**src/rtl/main_function_arbiter.sv**
```systemverilog
// main_function_arbiter
// Round-robin arbiter and sequencer sharing a single multi-cycle main_function
// unit among N requesters. The winner's operands are latched at grant, the unit
// is started with a one-cycle enable, and the result (or a watchdog timeout
// error) is returned to the winner with a one-cycle done strobe.
module main_function_arbiter #(
  parameter int N       = 4,
  parameter int TIMEOUT = 1024
) (
  input  logic             clock,
  input  logic             reset,
  input  logic [N-1:0]     req,
  input  logic [8*N-1:0]   req_a,
  input  logic [8*N-1:0]   req_b,
  output logic [N-1:0]     gnt,
  output logic [N-1:0]     done,
  output logic [23:0]      rsp_result,
  output logic             rsp_error,
  output logic             busy,
  output logic             unit_enable,
  output logic [7:0]       unit_a,
  output logic [7:0]       unit_b,
  input  logic             unit_finish,
  input  logic [23:0]      unit_result
);

  localparam int IW = (N > 1) ? $clog2(N) : 1;
  localparam int CW = $clog2(TIMEOUT + 1);

  localparam logic [IW-1:0] LAST_RST = IW'(N - 1);
  localparam logic [N-1:0]  ONE_N    = {{(N-1){1'b0}}, 1'b1};
  localparam logic [N-1:0]  ZERO_N   = {N{1'b0}};
  localparam logic [CW-1:0] CNT_MAX  = CW'(TIMEOUT);
  localparam logic [CW-1:0] CNT_ONE  = {{(CW-1){1'b0}}, 1'b1};
  localparam logic [CW-1:0] CNT_ZERO = {CW{1'b0}};

  typedef enum logic [1:0] {
    IDLE  = 2'd0,
    ISSUE = 2'd1,
    WAIT  = 2'd2,
    RESP  = 2'd3
  } state_t;

  state_t          state_r, state_s;
  logic [IW-1:0]   last_r, last_s;
  logic [IW-1:0]   win_r, win_s;
  logic [CW-1:0]   cnt_r, cnt_s;
  logic [IW-1:0]   pick_s;
  logic [N-1:0]    gnt_s;
  logic [N-1:0]    done_s;
  logic [23:0]     rsp_result_s;
  logic            rsp_error_s;
  logic            busy_s;
  logic            unit_enable_s;
  logic [7:0]      unit_a_s;
  logic [7:0]      unit_b_s;

  // Round-robin search: first requester found starting one past the last served.
  function automatic logic [IW-1:0] rr_pick(input logic [N-1:0] r, input logic [IW-1:0] last);
    logic [IW-1:0] pick;
    logic [IW-1:0] cand;
    logic          found;
    int            idx;
    pick  = last;
    found = 1'b0;
    for (int k = 1; k <= N; k++) begin
      idx = int'(last) + k;
      if (idx >= N) begin
        idx = idx - N;
      end else begin
        idx = idx;
      end
      cand = IW'(idx);
      if (!found && r[cand]) begin
        found = 1'b1;
        pick  = cand;
      end else begin
        pick  = pick;
      end
    end
    return pick;
  endfunction

  // Winner candidate for the current request vector.
  always_comb begin
    pick_s = rr_pick(req, last_r);
  end

  // Next-state and next-output logic for the sequencer.
  always_comb begin
    state_s       = state_r;
    last_s        = last_r;
    win_s         = win_r;
    cnt_s         = cnt_r;
    gnt_s         = gnt;
    done_s        = ZERO_N;
    rsp_result_s  = rsp_result;
    rsp_error_s   = rsp_error;
    unit_enable_s = 1'b0;
    unit_a_s      = unit_a;
    unit_b_s      = unit_b;
    case (state_r)
      IDLE: begin
        if (req != ZERO_N) begin
          state_s       = ISSUE;
          win_s         = pick_s;
          gnt_s         = ONE_N << pick_s;
          unit_enable_s = 1'b1;
          unit_a_s      = req_a[{pick_s, 3'b000} +: 8];
          unit_b_s      = req_b[{pick_s, 3'b000} +: 8];
        end else begin
          gnt_s = ZERO_N;
        end
      end
      ISSUE: begin
        state_s = WAIT;
        cnt_s   = CNT_ZERO;
      end
      WAIT: begin
        if (unit_finish) begin
          state_s      = RESP;
          rsp_result_s = unit_result;
          rsp_error_s  = 1'b0;
          done_s       = gnt;
        end else if (cnt_r == CNT_MAX) begin
          // Watchdog expired: report an error instead of a result.
          state_s      = RESP;
          rsp_result_s = 24'h000000;
          rsp_error_s  = 1'b1;
          done_s       = gnt;
        end else begin
          cnt_s = cnt_r + CNT_ONE;
        end
      end
      RESP: begin
        state_s = IDLE;
        last_s  = win_r;
        gnt_s   = ZERO_N;
      end
      default: begin
        state_s = IDLE;
        last_s  = LAST_RST;
        gnt_s   = ZERO_N;
      end
    endcase
    busy_s = (state_s != IDLE);
  end

  // State and registered outputs; reset aborts any operation in flight.
  always_ff @(posedge clock or posedge reset) begin
    if (reset) begin
      state_r     <= IDLE;
      last_r      <= LAST_RST;
      win_r       <= {IW{1'b0}};
      cnt_r       <= CNT_ZERO;
      gnt         <= ZERO_N;
      done        <= ZERO_N;
      rsp_result  <= 24'h000000;
      rsp_error   <= 1'b0;
      busy        <= 1'b0;
      unit_enable <= 1'b0;
      unit_a      <= 8'h00;
      unit_b      <= 8'h00;
    end else begin
      state_r     <= state_s;
      last_r      <= last_s;
      win_r       <= win_s;
      cnt_r       <= cnt_s;
      gnt         <= gnt_s;
      done        <= done_s;
      rsp_result  <= rsp_result_s;
      rsp_error   <= rsp_error_s;
      busy        <= busy_s;
      unit_enable <= unit_enable_s;
      unit_a      <= unit_a_s;
      unit_b      <= unit_b_s;
    end
  end

endmodule

```
**config.mk**
```make
export PLATFORM = sky130hd
export DESIGN_NAME = main_function_arbiter
export DESIGN_NICKNAME = d
export VERILOG_FILES = /design/src/rtl/main_function_arbiter.sv
export SDC_FILE = /design/constraint.sdc
export NUM_CORES = 1
export LEC_CHECK = 0
export BUFFER_PORTS_ARGS = -buffer_cell sky130_fd_sc_hd__buf_4
export CAP_MARGIN = 10
export CORE_ASPECT_RATIO = 0.7
export CORE_MARGIN = 10
export CORE_UTILIZATION = 48
export DETAILED_ROUTE_END_ITERATION = 7
export GPL_ROUTABILITY_DRIVEN = 0
export PLACE_DENSITY = 0.8
export SLEW_MARGIN = 20
export SYNTH_ARGS = -nofsm -noshare
export SYNTH_HDL_FRONTEND = slang
export SYNTH_SLANG_ARGS = --single-unit
```
**constraint.sdc**
```tcl
create_clock -name clock -period 2.23 [get_ports clock]
set_clock_uncertainty 0.1 [all_clocks]
set_input_delay 0 -clock clock [delete_from_list [all_inputs] [get_ports clock]]
set_output_delay 0 -clock clock [all_outputs]
set_load 0.01 [all_outputs]
```
Word level (Yosys, flattened, before mapping)
Index checks and enable logic that the tools add are counted.

Bits of input ports: 95. Word-level logic and storage cells: 90. Register bits: 68.

Multiplexer cells: 37. Shifts and indexed selects: 3. Magnitude comparators: 8. Add/sub/neg operators: 9. Equal/unequal tests: 6. Reduce and logical (&&, ||, !) cells: 15.

Operators by type and width (number): $shiftx A32 B6 Y8 (2); $mux W24 (2); $mux W11 (2); $mux W2 (11); $pmux W11 S2 (1); $mux W4 (4); $lt A2 B3 Y1 const B (4); $add A11 B1 Y11 const B (1); $eq A11 B11 Y1 const B (1); $mux W1 (11); $ge A3 B3 Y1 const B (3); $bmux W1 S2 (4); $pmux W2 S4 (1); $pmux W4 S2 (1); $reduce_bool A2 Y1 (4); $sub A2 B1 Y2 const B (4); $add A2 B2 Y3 const B (2); $add A2 B3 Y4 const B (1); $eq A2 B2 Y1 const B (2); $ge A4 B3 Y1 const B (1); $ne A2 B2 Y1 const B (2); $reduce_and A2 Y1 (2); $reduce_bool A4 Y1 (1); $shl A1 B2 Y4 const A (1); other kinds (6) (10).

Depth between registers and ports, before layout
Depth in word-level cells: 18. Depth in mapped cells: 8. Depth with buffers taken out: 7.

Worst setup path before layout
OpenSTA, ideal clock, no wires.

Path type: register to register. Start point: reg last_r[1]. End point: reg unit_b[5]. Arrival time: 1.808 ns. Data required time: 2.043 ns. Library setup time: 0.087 ns. Stages on the path, launching flop included: 8. Slack: 0.236 ns. Cell sequence: dfstp_2 -> buf_6 -> mux2i_1 -> nor2_1 -> nor3_4 -> buf_6 -> mux2_4 -> o211ai_1.

Longest elaborated chain between the ends: 16. Elaborated cells on any way between the ends: 38. Those cells by class: add/sub (8); order compare (4); shift (1); mux (19); reduce/logical (6).

RTL lines: start: declaration (line 45) `logic [IW-1:0] last_r, last_s;`; start signal: assignment (line 166) `last_r <= last_s;`; $add A2 B1 Y3 (line 67) `idx = int'(last) + k;`; $ge A3 B3 Y1 / $sub A2 B1 Y2 (equally long branches) (line 68, 69); $mux W2 (line 68) `if (idx >= N) begin`; $bmux W1 S2 (line 74) `if (!found && r[cand]) begin`; $mux W1 (implied by the code) (line 74); $mux W1 (line 74); $logic_not A1 Y1 (line 74); $logic_and A1 B1 Y1 (line 74); $mux W1 (line 74); $logic_not A1 Y1 (line 74); $logic_and A1 B1 Y1 (line 74); $mux W1 (line 74); $logic_not A1 Y1 (line 74); $logic_and A1 B1 Y1 (line 74); $mux W2 (*) (line 74); $shiftx A32 B6 Y8 (*) (line 110) `unit_b_s = req_b[{pick_s, 3'b000} +: 8];`; end signal: assignment (line 176) `unit_b <= unit_b_s;`; end: declaration (line 22) `output logic [7:0] unit_b,`.

Every way passes the cells marked *; elsewhere a longest branch is shown, timed or not. The select of a mux whose other input is x is not followed. A chain may end at the register's enable or synchronous reset.

Worst setup path in the final report
Start point: reg cnt_r[0]. End point: reg busy.

Longest elaborated chain between the ends: 5.

RTL lines: start: declaration (line 47) `logic [CW-1:0] cnt_r, cnt_s;`; start signal: assignment (line 168) `cnt_r <= cnt_s;`; $eq A11 B11 Y1 (line 125) `end else if (cnt_r == CNT_MAX) begin`; $mux W2 (line 125); $mux W2 (line 120) `if (unit_finish) begin`; $pmux W2 S4 (line 102) `case (state_r)`; net state_s[0] (line 44) `state_t state_r, state_s;`; $reduce_bool A2 Y1 (line 146) `busy_s = (state_s != IDLE);`; net busy_s (line 53) `logic busy_s;`; end signal: assignment (line 173) `busy <= busy_s;`; end: declaration (line 19) `output logic busy,`.

The timed path passes the listed nets, and every way through them passes these cells.

==> qor.yml <==
outcome: "finished clean"
start_util_pct: 50.6
fp.coreArea_um2: 6940
die_y_um: 91.6
cts_buffer_depth: 2
fin_crit_sh_pct: 98.0
cts_buffers: 9
slowest_delay_ps: 430
synth_cells: 320
irDropWorstVdd_v: 0.000665
grt_pass1_wl_um: 20600
power.switching_uw: 2620
antenna_found_initial: 7
grt_max_degree: 36
firstDrtPassIters: 5
drc: 0
post_cts_buffers: 0
critPathSlowestCell: "dfrtp_1"
synth_nets: 422
drt_iter0_drc: 383
setup_viol: 0
cts_root_buf: "clkbuf_8"
syn_avg_cell_area_um2: 11.0
swShare_pct: 39.8
power.density_nw_per_um2: 1120
antenna_left: 0
finalInstanceArea_um2: 5870
reg2reg_depth: 7
fmax_mhz: 458
synth_warnings: 0
clkPwrFrac_pct: 15.1
cp-start-kind: "flip-flop"
ys_types: 46
critPathMaxFanout: 4
mostFrequentLayoutCells: "buf_4 (158), dlygate4sd3_1 (89), dfrtp_1 (66)"
cts_resized: 0
wl_per_cell_um: 20.4
grt.overflow.total: 0
area_delta_synth_final_pct: 67.0
drive_gt1_share_pct: 37.9
slew_viol_final: 0
multi_input_area_um2: 1620
clk_pin_slew_ps: 80
dpl_cell_area_um2: 4760
seq_area_um2: 1700
power_uw: 6590
period_needed_ps: 2180
final_util_pct: 84.5
synth_area_um2: 3510
die_w_um: 122
cts.sink_count: 68
min_path_type: "in2async"
worst-setup-path-type: "reg2reg"
fin_hold_ws_ps: 118
crit_path_end_kind: "flip-flop"
cts_max_level: 3
maxCapViolCount: 0
totalWireLength_um: 13600
synth_seq_cells: 68
dp_hpwl_um: 7840
synth-edff-count: 0
p_int_uw: 3970
relSlewSlack_pct: 52.9
final_nets: 662
leakage_uw: 0.00284
crit_chain: "inv_1 > ha_1 > nor2b_1 > a31oi_1 > mux2i_1 > o22a_1 > or2_2"
num-fill-cells: 369
synthFlopType: "dfrtp_1"
clk_latency_ps: 340
gr-usage-all-layers_pct: 23.0
via_count: 3702
cts_tree: "done"
rows: 25
p_seq_share_pct: 31.9
grt_pass1_vias: 3859
synth_async_sr_flop_share_pct: 100
final_common_cell: "buf_4"
boundaryPins: 146
finalHoldViolCount: 0
viasPerCell: 5.54
yosysSeqAreaShare_pct: 48.5
worst_pin_slew_ps: 704
combPwrFrac_pct: 53.0
fp.dieArea_um2: 11200
critPathArrivalTime_ps: 2300
crit_required_ps: 2350
portBuffers: 145
## power groups by stage
stage                     Sequential, uW  Clock (uW)  Combinational, uW
after CTS                           2050        1010               3340
after detailed placement            2070           0               3200
after global placement              2050           0               3120
final                               2100         993               3490
after floorplan                     2200           0               1810
after global routing                2150        1060               3750
## metal layers
layer,GRT usage [%],part of all wire [%]
met3,5.32,6.5
met2,40.9,53
met1,24.8,36
met4,12.0,4.2
met5,0,0
## area by class of cell
cell class	instances	area share [%]
Sequential cell	68	29.0
Timing Repair Buffer	251	36.8
Inverter	15	0.959
Tap cell	94	2.00
Clock inverter	7	1.13
Multi-Input combinational cell	215	27.6
Clock buffer	9	2.11
Antenna cell	9	0.384
## cell usage after synthesis, types with 4 or more instances
library cell	count	area share, %
mux2_4	10	4.3
a22o_1	24	6.0
ha_1	7	2.5
mux2_2	7	2.2
or3_1	5	0.89
nand2b_1	4	0.71
a21oi_1	7	1.0
inv_1	14	1.5
nand3_1	34	4.8
xnor2_1	4	1.0
o31ai_1	5	1.1
nor2b_1	5	0.89
dfrtp_1	66	47
nand2_1	30	3.2
nor2_1	12	1.3
buf_6	4	1.3
o211ai_2	11	3.9
o21ai_0	5	0.71
buf_4	4	0.85
buf_2	5	0.71
mux2i_1	18	5.1
clkbuf_1	7	0.75
o211ai_1	6	1.3
## worst max-delay path, delay by kind of cell (launching register included)
kind	cells	cell delay, ps
flip-flops	1	430
buffers and inverters	1	100
AO/OA/AOI/OAI	2	590
AND/OR/NAND/NOR	2	440
multiplexers	1	180
adder cells (fa/ha/maj)	1	230
## registers in the layout (all words and copies together), names as in the netlist
name and count:
unit_b 8, state_r 2, win_r 2, cnt_r 11, last_r 2, rsp_error 1
busy 1, done 4, gnt 4, unit_enable 1, unit_a 8, rsp_result 24
## logic make-up (layout without fill, tap and decap cells)
family | count (synthesis) | in the layout | synth area share (%)
adder cells (fa/ha/maj) | 7 | 7 | 2.49
XOR/XNOR | 5 | 5 | 1.25
AO/OA/AOI/OAI | 66 | 66 | 16.2
AND/OR/NAND/NOR | 102 | 102 | 14.6
other | 0 | 9 | 0
multiplexers | 35 | 35 | 11.6
buffers and inverters | 37 | 282 | 5.41
flip-flops | 68 | 68 | 48.5
## through the flow
step | setup slack [ps] | setup TNS [ps] | cells
2_1_floorplan | 236 | 0 | 320
6_report | 45.4 | 0 | 668
3_5_place_dp | 244 | 0 | 554
5_1_grt | -64.5 | -68.8 | 666
3_3_place_gp | 282 | 0 | 554
4_1_cts | 231 | 0 | 659
## final timing paths
path | from | endpoint | slack [ps]
min | reset | state_r[1] | 120
max | cnt_r[0] | busy | 50
min reg2reg | unit_b[2] | unit_b[2] | 390
min in group clock | req_b[16] | unit_b[0] | 120
max in group asynchronous | reset | last_r[0] | 1250
max reg2reg | cnt_r[0] | busy | 50
## repair_timing
item | CTS | global route
setup endpoints to repair | 0 | 0
hold buffers | 89 | 0
endpoints found under the hold margin | 107 | 0
Note: power is estimated with default switching activity, not from simulation.
